## config.mk

```make
export PLATFORM = sky130hd
export DESIGN_NAME = sdram_port_arbiter
export DESIGN_NICKNAME = d
export VERILOG_FILES = /design/src/rtl/sdram_port_arbiter.sv
export SDC_FILE = /design/constraint.sdc
export NUM_CORES = 1
export LEC_CHECK = 0
export ABC_AREA = 1
export CAP_MARGIN = 20
export CORE_ASPECT_RATIO = 0.6
export CORE_UTILIZATION = 45
export CTS_CLUSTER_DIAMETER = 150
export CTS_CLUSTER_SIZE = 12
export DETAILED_ROUTE_END_ITERATION = 10
export MAX_ROUTING_LAYER = met4
export PLACE_DENSITY = 0.86
export SETUP_SLACK_MARGIN = 0.1
export SLEW_MARGIN = 20
export SYNTH_ARGS = -nofsm -noshare
export SYNTH_HDL_FRONTEND = slang
export SYNTH_SLANG_ARGS = --single-unit
```

## constraint.sdc

```tcl
create_clock -name clk -period 4 [get_ports clk]
set_clock_uncertainty 0.2 [all_clocks]
set_input_delay 0.8 -clock clk [delete_from_list [all_inputs] [get_ports clk]]
set_output_delay 0.8 -clock clk [all_outputs]
set_load 0.01 [all_outputs]
```

## src/rtl/sdram_port_arbiter.sv

```systemverilog
// Two-port arbiter for a slotted SDRAM controller with one access in flight.
// Define SDRAM_ARB_ROUND_ROBIN_EN for round-robin; default is fixed p0 priority.
module sdram_port_arbiter #(
  parameter int unsigned SLOT_CYCLES = 8,
  parameter int unsigned AW          = 24
) (
  input  logic          clk,
  input  logic          rst_n,
  input  logic          p0_req,
  input  logic          p1_req,
  input  logic          p0_we,
  input  logic          p1_we,
  input  logic [AW-1:0] p0_addr,
  input  logic [AW-1:0] p1_addr,
  input  logic [15:0]   p0_wdata,
  input  logic [15:0]   p1_wdata,
  input  logic [1:0]    p0_be,
  input  logic [1:0]    p1_be,
  output logic          p0_ack,
  output logic          p1_ack,
  output logic [15:0]   p0_rdata,
  output logic [15:0]   p1_rdata,
  output logic          busy,
  output logic [AW-1:0] mem_addr,
  output logic [15:0]   mem_din,
  input  logic [15:0]   mem_dout,
  output logic          mem_as,
  output logic [1:0]    mem_ds,
  output logic          mem_rw
);

  typedef enum logic [1:0] {
    S_IDLE, S_STROBE, S_WAIT, S_DONE
  } state_e;

  localparam logic [7:0] SLOT_LAST = 8'(SLOT_CYCLES - 1);

  state_e        state_q, state_d;
  logic [7:0]    cnt_q, cnt_d;
  logic          sel_q, sel_d;
  logic [AW-1:0] addr_q, addr_d;
  logic [15:0]   din_q, din_d;
  logic          rw_q, rw_d;
  logic          as_q, as_d;
  logic [1:0]    ds_q, ds_d;
  logic          ack0_q, ack0_d;
  logic          ack1_q, ack1_d;
  logic [15:0]   rd0_q, rd0_d;
  logic [15:0]   rd1_q, rd1_d;
  logic          busy_q, busy_d;
  logic          grant1;

`ifdef SDRAM_ARB_ROUND_ROBIN_EN
  logic last_q, last_d;

  // last_q=1 means p1 was granted last, so p0 wins a tie
  assign grant1 = p1_req & (~p0_req | ~last_q);
`else
  assign grant1 = p1_req & ~p0_req;
`endif

  always_comb begin
    state_d = state_q;
    cnt_d   = cnt_q;
    sel_d   = sel_q;
    addr_d  = addr_q;
    din_d   = din_q;
    rw_d    = rw_q;
    as_d    = 1'b0;
    ds_d    = 2'b00;
    ack0_d  = 1'b0;
    ack1_d  = 1'b0;
    rd0_d   = rd0_q;
    rd1_d   = rd1_q;
`ifdef SDRAM_ARB_ROUND_ROBIN_EN
    last_d  = last_q;
`endif
    unique case (state_q)
      S_IDLE: begin
        if (p0_req | p1_req) begin
          state_d = S_STROBE;
          sel_d   = grant1;
          addr_d  = grant1 ? p1_addr : p0_addr;
          din_d   = grant1 ? p1_wdata : p0_wdata;
          rw_d    = ~(grant1 ? p1_we : p0_we);
          as_d    = 1'b1;
          ds_d    = grant1 ? p1_be : p0_be;
`ifdef SDRAM_ARB_ROUND_ROBIN_EN
          last_d  = grant1;
`endif
        end
      end
      S_STROBE: begin
        state_d = S_WAIT;
        cnt_d   = SLOT_LAST;
      end
      S_WAIT: begin
        if (cnt_q == 8'd0) begin
          state_d = S_DONE;
          ack0_d  = ~sel_q;
          ack1_d  = sel_q;
          if (rw_q) begin
            if (sel_q) rd1_d = mem_dout;
            else       rd0_d = mem_dout;
          end
        end else begin
          cnt_d = cnt_q - 8'd1;
        end
      end
      S_DONE: begin
        state_d = S_IDLE;
      end
    endcase
    busy_d = (state_d != S_IDLE);
  end

  always_ff @(posedge clk or negedge rst_n) begin
    if (!rst_n) begin
      state_q <= S_IDLE;
      cnt_q   <= 8'd0;
      sel_q   <= 1'b0;
      addr_q  <= '0;
      din_q   <= 16'd0;
      rw_q    <= 1'b0;
      as_q    <= 1'b0;
      ds_q    <= 2'b00;
      ack0_q  <= 1'b0;
      ack1_q  <= 1'b0;
      rd0_q   <= 16'd0;
      rd1_q   <= 16'd0;
      busy_q  <= 1'b0;
`ifdef SDRAM_ARB_ROUND_ROBIN_EN
      last_q  <= 1'b1;
`endif
    end else begin
      state_q <= state_d;
      cnt_q   <= cnt_d;
      sel_q   <= sel_d;
      addr_q  <= addr_d;
      din_q   <= din_d;
      rw_q    <= rw_d;
      as_q    <= as_d;
      ds_q    <= ds_d;
      ack0_q  <= ack0_d;
      ack1_q  <= ack1_d;
      rd0_q   <= rd0_d;
      rd1_q   <= rd1_d;
      busy_q  <= busy_d;
`ifdef SDRAM_ARB_ROUND_ROBIN_EN
      last_q  <= last_d;
`endif
    end
  end

  assign p0_ack   = ack0_q;
  assign p1_ack   = ack1_q;
  assign p0_rdata = rd0_q;
  assign p1_rdata = rd1_q;
  assign busy     = busy_q;
  assign mem_addr = addr_q;
  assign mem_din  = din_q;
  assign mem_as   = as_q;
  assign mem_ds   = ds_q;
  assign mem_rw   = rw_q;

endmodule

```

==> summary.md <==
| Metric | Value |
|---|---|
| Status | complete, no violations |
| Worst Path Buf+Inv | 1 |
| Number of global-route vias before repair | 3719 |
| Syn_area_per_cell | 8.45 µm² |
| Root Buffer | clkbuf_16 |
| Routed len/inst | 15.1 µm |
| Post-Syn Instances | 476 |
| Clock H-tree levels | 3 |
| Final Cycle Share | 0.711 |
| YS warnings | 0 |
| Sequential share of the synthesized area | 0.560 |
| Worst-Margin Slew | 0.806 ns |
| Total gr overflow | 0 |
| Type of the most critical hold path | reg2reg |
| Slowest cell on crit path | dfrtp_1 |
| Core footprint | 8590 µm² |
| DR iter-0 viols | 353 |
| P_leak | 2.72 nW |
| Crit Path Category | reg2out |
| Chip height | 75.2 µm |
| Most frequent cells in the layout | clkdlybuf4s50_1 (183), nand2_1 (173), dfrtp_1 (90) |
| Postcts setup bufs | 0 |
| Port bufs | 184 |
| Layout cells sized above 1 | 0.0489 |
| Startpoint types | flip-flop |
| Max-slew violation count | 0 |
| DR WL met2 | 5440 µm |
| Final Hold Viols | 0 |
| # diodes | 0 |
| CTS Buffer Depth | 2 |
| Routed Antenna Nets | 0 |
| Commonest non-fill, non-tap cell in the layout | clkdlybuf4s50_1 |
| Post-synthesis register bit count | 90 |
| Routed vias/inst | 5.19 |
| CP Data Required Time | 3.00 ns |
| Initial antenna violation count | 0 |
| Max-cap violations | 0 |
| Worst setup margin | 1.16 ns |
| Top Metal Used | met4 |
| Setup WS pre-CTS | 1.11 ns |
| Met3 WL post-DR | 993 µm |
| Syn nets | 586 |
| PD cells | 729 nW/µm² |
| Hold Slack | 0.282 ns |
| WP depth | 1 |
| # placed instances | 751 |
| Crit path to | mem_rw |
| FF-to-FF path depth | 4 |
| Die Wd | 124 µm |
| Largest net degree at the start of global routing | 64 |
| DRC violations left | 0 |
| Final setup TNS | 0 ns |
| RSZ-0062 raised after global routing | no |
| Reg clk slew, reported paths | 0.06 ns |
| Io pins | 185 |
| RR Endpoint | p1_rdata[14]$_DFFE_PN0P_ |
| R2R Setup Slk | 1.60 ns |
| Crit-path cells | clkdlybuf4s50_1 |
| CTS resizes | 0 |
| Cts hold-fix bufs | 0 |
| Vias | 3978 |
| Clock latency on the worst-skew pair | 0.34 ns |
| Tot GR Track Use | 0.261 |
| Final non-filler cell total | 767 |
| First-pass GRT wire length | 17800 µm |
| Die area | 9330 µm² |
| Num CTS Buffers | 9 |
| Worst Setup SP | mem_rw$_DFFE_PN0P_ |
| # fillers | 623 |
| Fin crit period | 2.84 ns |
| Max Clock Freq | 352 MHz |
| Post-Syn Area | 4020 µm² |
| Crit path largest cell delay | 0.83 ns |
| Synthesis-to-finish area growth | 56.1% |
| Slew HR | 0.461 |
| Starting Density | 0.468 |
| Yosys cell types | 22 |
| Met1 WL | 4980 µm |
| Critical Path Fanout Max | 20 |
| Post-detail-place hpwl | 8350 µm |
| Worst r2r src | mem_rw$_DFFE_PN0P_ |
| CP top delay family | flip-flops |
| Crit end category | primary output |
| Hold Path Depth | 2 |
| Arrival time at the worst endpoint | 1.84 ns |
| CTS sink count | 90 |
| Total wire length | 11600 µm |
| Router iterations before antenna repair | 5 |
| Nets | 760 |
| TritonCTS clock tree | built |
| Rows | 26 |
| Count of final setup violators | 0 |
| Peak VDD IR | 0.330 mV |
| Gp weighted congestion | 0.885 |
[layout make-up]
cell class,count,area [µm²],area share
clock buffers,9,225,0.0359
well taps,112,140,0.0223
clock inverters,7,139,0.0221
inverters,23,86.3,0.0138
flip-flops and latches,90,2250,0.359
repair buffers,189,1890,0.301
multi-input cells,337,1540,0.246
[sequential cells by signal, summed over array words and instances (netlist names)]
| register | flops |
|---|---|
| mem_as | 1 |
| sel_q | 1 |
| p1_ack | 1 |
| mem_rw | 1 |
| p0_rdata | 16 |
| p1_rdata | 16 |
| state_q | 2 |
| cnt_q | 8 |
| p0_ack | 1 |
| busy | 1 |
| mem_ds | 2 |
| mem_addr | 24 |
| mem_din | 16 |
[where the power goes]
group / switching [mW] / internal [mW] / leakage (nW)
Combinational: 0.964 / 0.999 / 1.56
Sequential: 0.280 / 1.31 / 0.976
Clock: 0.346 / 0.673 / 0.180
Total: 1.59 / 2.98 / 2.72
[cells in the mapped netlist]
library cell,count,area share
a21oi_1,1,0.0012
a31oi_1,40,0.062
buf_1,1,0.00093
buf_2,10,0.012
buf_4,2,0.0037
buf_6,3,0.0084
clkbuf_1,10,0.0093
dfrtp_1,90,0.56
ha_1,4,0.012
inv_1,23,0.021
nand2_1,174,0.16
nand2_4,2,0.0056
nand3_1,26,0.032
nor2_1,56,0.052
nor2_2,2,0.0031
nor2_4,1,0.0028
nor2_8,1,0.0050
nor3_1,2,0.0025
o21ai_0,23,0.029
o21ai_2,2,0.0044
o21ai_4,1,0.0040
xor2_1,2,0.0044
[layer usage]
| metal | global-route usage | vias up |
|---|---|---|
| li1 | - | 1878 |
| met1 | 0.330 | 1886 |
| met2 | 0.399 | 192 |
| met3 | 0.0902 | 22 |
| met4 | 0.0794 | 0 |
| met5 | - | - |
[cell families (layout without fill, tap and decap cells)]
logic type,Yosys count,in the layout,synth area share
xor gates and xnor gates,2,2,0.00436
adders and majority gates,4,4,0.0124
and+or+nand+nor,264,264,0.266
AOI/OAI and AO/OA,67,67,0.101
DFF,90,90,0.560
buffers and inverters,49,228,0.0563
[through the flow]
stage | util | cell area [µm²] | total power, mW
after floorplan | - | 4020 | 2.50
after global placement | 0.688 | 5910 | 3.45
after detailed placement | 0.688 | 5910 | 3.56
after CTS | 0.731 | 6280 | 4.60
after global routing | 0.731 | 6280 | 4.88
final | 0.731 | 6280 | 4.57
[how the worst min path moves through the flow]
stage / to / startpoint / slack (ns)
2_1_floorplan: cnt_q[7]$_DFFE_PN0P_ / cnt_q[7]$_DFFE_PN0P_ / 0.27
3_3_place_gp: p0_rdata[10]$_DFFE_PN0P_ / p0_rdata[10]$_DFFE_PN0P_ / 0.26
3_5_place_dp: p0_rdata[12]$_DFFE_PN0P_ / p0_rdata[12]$_DFFE_PN0P_ / 0.27
4_1_cts: p0_rdata[12]$_DFFE_PN0P_ / p0_rdata[12]$_DFFE_PN0P_ / 0.28
5_1_grt: p0_rdata[0]$_DFFE_PN0P_ / p0_rdata[0]$_DFFE_PN0P_ / 0.31
6_report: p0_rdata[12]$_DFFE_PN0P_ / p0_rdata[12]$_DFFE_PN0P_ / 0.28
Power figures use the tool's default switching activity.
